$ cat src/rtl/vga_pkg.sv
// Shared VGA pipeline definitions: screen geometry, bus widths and the
// timing/pixel bundle that travels alongside every pixel.
package vga_pkg;

    localparam int HOR_PIXELS = 800;
    localparam int VER_PIXELS = 600;
    localparam int CNT_W      = 11;
    localparam int RGB_W      = 12;

    // One pixel's worth of timing plus colour, kept together so that every
    // pipeline stage delays all of it by the same amount.
    typedef struct packed {
        logic [CNT_W-1:0] vcount;
        logic             vsync;
        logic             vblnk;
        logic [CNT_W-1:0] hcount;
        logic             hsync;
        logic             hblnk;
        logic [RGB_W-1:0] rgb;
    } vga_if_t;

endpackage

$ cat src/rtl/vga_delay.sv
// N-stage register delay for a complete VGA timing/pixel bundle.
module vga_delay
    import vga_pkg::*;
#(
    parameter int N = 1
) (
    input  logic    clk,
    input  logic    rst_n,
    input  vga_if_t src,
    output vga_if_t dly
);

    vga_if_t stage_q [N];

    // Shift the bundle one stage per clock; reset empties the pipe.
    always_ff @(posedge clk) begin
        if (!rst_n) begin
            // NOTE: every stage is cleared on reset because its contents
            // drive outputs directly; this is a pipeline, not a storage
            // memory, so the reset costs nothing meaningful.
            for (int i = 0; i < N; i++) begin
                stage_q[i] <= '0;
            end
        end else begin
            stage_q[0] <= src;
            for (int i = 1; i < N; i++) begin
                stage_q[i] <= stage_q[i-1];
            end
        end
    end

    assign dly = stage_q[N-1];

endmodule

$ cat src/rtl/sprite_draw_ctrl.sv
// Sprite overlay stage: windows the beam against the latched sprite
// position, addresses the sprite ROM, realigns VGA timing with the ROM data
// and composes the sprite over the background with colour-key transparency.
module sprite_draw_ctrl
    import vga_pkg::*;
#(
    parameter int          SPRITE_W = 64,
    parameter int          SPRITE_H = 48,
    parameter int          ADDR_W   = 12,
    parameter logic [11:0] KEY_RGB  = 12'hF0F
) (
    input  logic              clk,
    input  logic              rst_n,
    input  logic [10:0]       vcount_in,
    input  logic [10:0]       hcount_in,
    input  logic              vsync_in,
    input  logic              hsync_in,
    input  logic              vblnk_in,
    input  logic              hblnk_in,
    input  logic [11:0]       rgb_in,
    input  logic              pos_valid,
    output logic              pos_ready,
    input  logic [10:0]       xpos,
    input  logic [10:0]       ypos,
    input  logic              spr_en,
    output logic [ADDR_W-1:0] rom_addr,
    input  logic [11:0]       rom_rgb,
    output logic [10:0]       vcount_out,
    output logic [10:0]       hcount_out,
    output logic              vsync_out,
    output logic              hsync_out,
    output logic              vblnk_out,
    output logic              hblnk_out,
    output logic [11:0]       rgb_out,
    output logic              frame_done
);

    localparam logic [11:0]       SPR_W12   = 12'(SPRITE_W);
    localparam logic [11:0]       SPR_H12   = 12'(SPRITE_H);
    localparam logic [ADDR_W-1:0] LAST_ADDR = ADDR_W'(SPRITE_W * SPRITE_H - 1);

    typedef enum logic {
        WAIT_FS = 1'b0,
        ACCEPT  = 1'b1
    } hs_state_t;

    hs_state_t         state_q, state_d;
    logic              accept;
    logic              fs;
    logic [10:0]       xpos_l, ypos_l;
    logic              en_l;
    logic [10:0]       x_eff, y_eff;
    logic              en_eff;
    logic [11:0]       dx, dy;
    logic              hit_s0, last_s0;
    logic [ADDR_W-1:0] addr_s0;
    logic              hit_q, last_q;
    vga_if_t           s0_bus, s1_bus, s1_mix, s2_bus;

    // ------------------------------------------------------------------
    // Position handshake: offers are taken only on the frame-start pixel.
    // ------------------------------------------------------------------
    assign fs = (vcount_in == '0) && (hcount_in == '0);

    // Next-state and accept decode for the frame-start handshake.
    always_comb begin
        // NOTE: every signal written here gets a default first, so no path
        // through the case can leave it unassigned and infer a latch.
        state_d = state_q;
        accept  = 1'b0;
        case (state_q)
            WAIT_FS: begin
                if (fs && pos_valid) begin
                    accept  = rst_n;
                    state_d = ACCEPT;
                end
            end
            ACCEPT:  state_d = WAIT_FS;
            default: state_d = WAIT_FS;
        endcase
    end

    assign pos_ready = accept;

    // Handshake state register.
    always_ff @(posedge clk) begin
        // NOTE: clocked state uses non-blocking assignments so every
        // register samples the pre-edge values, independent of block order.
        if (!rst_n) begin
            state_q <= WAIT_FS;
        end else begin
            state_q <= state_d;
        end
    end

    // Frame-stable copy of position and enable, updated only on accept.
    always_ff @(posedge clk) begin
        if (!rst_n) begin
            xpos_l <= '0;
            ypos_l <= '0;
            en_l   <= 1'b0;
        end else if (accept) begin
            xpos_l <= xpos;
            ypos_l <= ypos;
            en_l   <= spr_en;
        end
    end

    // The frame-start pixel itself already belongs to the new frame, so it
    // sees the values being accepted rather than the stale latch.
    assign x_eff  = accept ? xpos   : xpos_l;
    assign y_eff  = accept ? ypos   : ypos_l;
    assign en_eff = accept ? spr_en : en_l;

    // ------------------------------------------------------------------
    // Stage 1: window test and ROM addressing.
    // ------------------------------------------------------------------
    // 12-bit differences: a beam left of / above the sprite wraps to a large
    // value and fails the range test on its own.
    assign dx = {1'b0, hcount_in} - {1'b0, x_eff};
    assign dy = {1'b0, vcount_in} - {1'b0, y_eff};

    // Hit decode and in-sprite address for the current beam position.
    always_comb begin
        hit_s0  = en_eff && (hcount_in >= x_eff) && (dx < SPR_W12)
                         && (vcount_in >= y_eff) && (dy < SPR_H12)
                         && !hblnk_in && !vblnk_in;
        addr_s0 = '0;
        if (hit_s0) begin
            addr_s0 = ADDR_W'(32'(dy) * 32'(SPRITE_W) + 32'(dx));
        end
        last_s0 = hit_s0 && (addr_s0 == LAST_ADDR);
    end

    assign s0_bus.vcount = vcount_in;
    assign s0_bus.vsync  = vsync_in;
    assign s0_bus.vblnk  = vblnk_in;
    assign s0_bus.hcount = hcount_in;
    assign s0_bus.hsync  = hsync_in;
    assign s0_bus.hblnk  = hblnk_in;
    assign s0_bus.rgb    = rgb_in;

    vga_delay #(.N(1)) u_stage1_delay (
        .clk   (clk),
        .rst_n (rst_n),
        .src   (s0_bus),
        .dly   (s1_bus)
    );

    // Stage-1 registers travelling with the timing bundle.
    always_ff @(posedge clk) begin
        if (!rst_n) begin
            rom_addr <= '0;
            hit_q    <= 1'b0;
            last_q   <= 1'b0;
        end else begin
            rom_addr <= addr_s0;
            hit_q    <= hit_s0;
            last_q   <= last_s0;
        end
    end

    // ------------------------------------------------------------------
    // Stage 2: compose sprite over background as ROM data returns.
    // ------------------------------------------------------------------
    // Replace the background colour with opaque sprite pixels.
    always_comb begin
        s1_mix = s1_bus;
        if (hit_q && (rom_rgb != KEY_RGB)) begin
            s1_mix.rgb = rom_rgb;
        end
    end

    vga_delay #(.N(1)) u_stage2_delay (
        .clk   (clk),
        .rst_n (rst_n),
        .src   (s1_mix),
        .dly   (s2_bus)
    );

    // End-of-sprite pulse aligned with the composed pixel.
    always_ff @(posedge clk) begin
        if (!rst_n) begin
            frame_done <= 1'b0;
        end else begin
            frame_done <= last_q;
        end
    end

    assign vcount_out = s2_bus.vcount;
    assign hcount_out = s2_bus.hcount;
    assign vsync_out  = s2_bus.vsync;
    assign hsync_out  = s2_bus.hsync;
    assign vblnk_out  = s2_bus.vblnk;
    assign hblnk_out  = s2_bus.hblnk;
    assign rgb_out    = s2_bus.rgb;

endmodule

$ cat config.mk
export PLATFORM = sky130hd
export DESIGN_NAME = sprite_draw_ctrl
export DESIGN_NICKNAME = d
export VERILOG_FILES = /design/src/rtl/vga_pkg.sv /design/src/rtl/vga_delay.sv /design/src/rtl/sprite_draw_ctrl.sv
export SDC_FILE = /design/constraint.sdc
export NUM_CORES = 1
export LEC_CHECK = 0
export BUFFER_PORTS_ARGS = -buffer_cell sky130_fd_sc_hd__buf_4
export CORE_ASPECT_RATIO = 0.8
export CORE_UTILIZATION = 25
export DETAILED_ROUTE_END_ITERATION = 7
export HOLD_SLACK_MARGIN = 0.06
export PLACE_DENSITY = 0.43
export SLEW_MARGIN = 15
export SYNTH_ARGS = -nofsm -noshare
export SYNTH_HDL_FRONTEND = slang
export SYNTH_SLANG_ARGS = --single-unit
$ cat constraint.sdc
create_clock -name clk -period 7.22 [get_ports clk]
set_clock_uncertainty 0.1 [all_clocks]
set_input_delay 0.722 -clock clk [delete_from_list [all_inputs] [get_ports clk]]
set_output_delay 0.722 -clock clk [all_outputs]
set_load 0.005 [all_outputs]
==> results.md <==
* Sequential fraction of the synthesis area at 45.6%
* Final wirelength at 14700 um
* CP most frequent cell: nor2_1
* Power per cell area at 255 nW/um^2
* Vias at 3998
* Port bufs at 127
* Reg2Reg Setup Slack at 1.64 ns
* Vias per std cell at 4.38
* Synth top area cells: dfxtp_1, and2_1, mux2i_1
* Worst r2r src: state_q
* Layout area overhead at 37.5%
* CP endpoint kind: flip-flop
* Leakage power at 3.03 nW
* Hold path depth at 1
* Placed Area at 6300 um^2
* Worst path cell trace: buf_4 > nor4_1 > nand4_2 > nor2_1 > nand2_1 > mux2i_1 > ha_1 > nor2b_1 > o21ai_0 > nand2b_1 > a21oi_1 > o21ai_1 > a2111oi_0 > nor2_1 > xor2_1 > fa_1 > nand4b_1 > or4_1 > nor2_1 > o311ai_1 > nor4b_2
* Yosys top cell by area: dfxtp_1
* Top cells by count, synth: dfxtp_1, and2_1, nor2_1, mux2i_1, ha_1
* Cell family with most CP delay: simple AND/OR/NAND/NOR gates
* Clk root buf: clkbuf_16
* Design Area, Final at 6940 um^2
* HP Class: reg -> reg
* Max incr delay on CP at 0.57 ns
* Top_reg_cell synth: dfxtp_1
* Share of cells above drive strength 1 at 29.3%
* Most frequent cell after synthesis: dfxtp_1
* CTS Buf Count at 17
* Final setup TNS at 0 ns
* Cts hold-fix bufs at 0
* Final setup fails at 0
* Core ar. at 19800 um^2
* Post-Syn Instances at 501
* Initial drt markers at 261
* Nets@finish at 738
* Syn nets at 603
* Clock Tree Buf Depth at 2
* DR top layer: met4
* Crit-path max FO at 9
* Min Tclk post-route at 5.86 ns
* Hold violation count in the final report at 0
* Peak VDD IR at 0.111 mV
* Hold Startpoint: u_stage1_delay.stage_q[0][27]
* Fillers at 2062
* IO Count at 128
* Status: finished, violations left
* Number of enable flip-flop cells after synthesis at 0
* Synth Cell Area at 5050 um^2
* Number of max-slew violations in the final report at 0
* DRC at 1
* Worst hold slack at 0.326 ns
* CP max stage cell: fa_1
* DRT Pass-1 Iters at 6
* RR Endpoint: last_q
* Width of the die at 161 um
* Wl on met1 at 7330 um
* Postcts setup bufs at 0
* Ant. Diodes at 0
* Final ANT Viol Nets at 0
* Post-synth top area share at 45.6%
* Ys async rst share at 0%
* Routed length on met2 at 6330 um
* Clock sink count at 115
* First-pass GRT wire length at 22300 um
* Ys Warns at 0
* Clk_lat worst skew at 0.42 ns
* Mean Syn Cell Area at 10.1 um^2
* Pin count of the biggest net entering global routing at 68
* Hold Path Sink: u_stage2_delay.stage_q[0][27]
* Fmax at 171 MHz
* Worst Setup SP: hcount_in[8]
* Max-capacitance violation count at 0
* WL/cell at 16.1 um
* Starting density of the core at 25.5%
* Fin crit share at 81.2%
* Routability cong. at 0.820
* Critical Path AT at 6.09 ns
* Slew margin rel. at 62.0%
* Core Rows at 46
* RSZ-0062 raised after global routing: false
* Failing checks: design-rule violations
* Die Ht at 129 um
* Total GRT Usage at 14.4%
* Synth unique cells at 65
* Htree depth at 4
* Critical path type: in -> reg
* WP buf/inv at 1
* R2R depth at 20
* Startpoint types: input port
* TritonCTS clock tree: yes
* Initial antenna violation count at 0
* Grt total ovfl at 0
* Critical Path RT at 7.45 ns
* Routed met3 length at 884 um
* HPWL after DPL at 11200 um
* CTS clock-pin slew for the worst setup and hold paths at 0.06 ns
* Vias in the first global route at 3914
* #FFs+latches synth at 115
* Slew at the pin with the worst max-slew slack at 0.556 ns
* CTS resizes at 0
* Die Footprint at 20800 um^2
[how the worst max path moves through the flow]
stage,end,cells past startpoint
3_5_place_dp,last_q,21
4_1_cts,last_q,21
5_1_grt,last_q,22
3_3_place_gp,last_q,21
2_1_floorplan,last_q,20
6_report,last_q,21
[registers in the layout, summed over array words and instances (netlist names), named ones only]
name / cells
frame_done: 1
u_stage2_delay.stage_q: 38
last_q: 1
rom_addr: 12
u_stage1_delay.stage_q: 38
en_l: 1
xpos_l: 9
state_q: 1
hit_q: 1
ypos_l: 11
[power by group]
group          switching [mW]  internal, mW
clock                   0.334         0.588
combinational          0.0972        0.0903
sequential            0.00467         0.654
total                   0.436          1.33
[metal layers]
| layer | GRT usage [%] | vias to the layer above |
|---|---|---|
| li1 | - | 2019 |
| met1 | 19.9 | 1851 |
| met2 | 21.4 | 115 |
| met3 | 3.81 | 13 |
| met4 | 5.16 | 0 |
| met5 | 0 | - |
[through the flow]
stage | cells | setup WS [ns] | total power, mW | util [%]
global placement | 881 | 1.10 | 0.861 | 31.8
CTS | 913 | 1.37 | 1.80 | 35.1
floorplan | 501 | 1.13 | 0.778 | -
finish | 913 | 1.36 | 1.77 | 35.1
global route | 913 | 0.653 | 1.84 | 35.1
detailed placement | 881 | 0.945 | 0.861 | 31.8
[kinds of logic after synthesis]
kind of cell	synth area share (%)
adder cells (fa/ha/maj)	7.54
flip-flops	45.6
buffers and inverters	2.45
AO/OA/AOI/OAI	9.94
AND/OR/NAND/NOR	24.5
XOR/XNOR	3.97
multiplexers	5.95
[layout by cell type (no fill, tap or decap), types with 3 or more instances in the layout]
cell       instances
inv_1             13
inv_6              5
buf_4            132
clkinv_4           3
clkbuf_16         17
mux2i_1           30
nor3b_1            3
nor2b_1            6
xor2_1             5
a21o_1             5
nand3_1            5
and2_1            67
nor2_1            55
o21ai_0           10
nor4b_2            3
a211oi_1           3
nor4_1             8
dfxtp_1          115
and4_1             3
bufinv_16          4
nand2_1           21
a21oi_1           22
nor3_2             8
nor3_1             4
o21ai_1            5
nand4b_1           3
fa_1               3
xnor2_1           16
ha_1              23
[cell type report]
class,instances,area (um^2),area share [%]
inverters,13,48.8,0.703
flip-flops and latches,115,2300,33.2
clock inverters,15,218,3.14
well taps,264,330,4.76
repair buffers,132,991,14.3
multi-input cells,357,2630,37.8
clock buffers,17,425,6.13
Note: power is estimated with default switching activity, not from simulation.
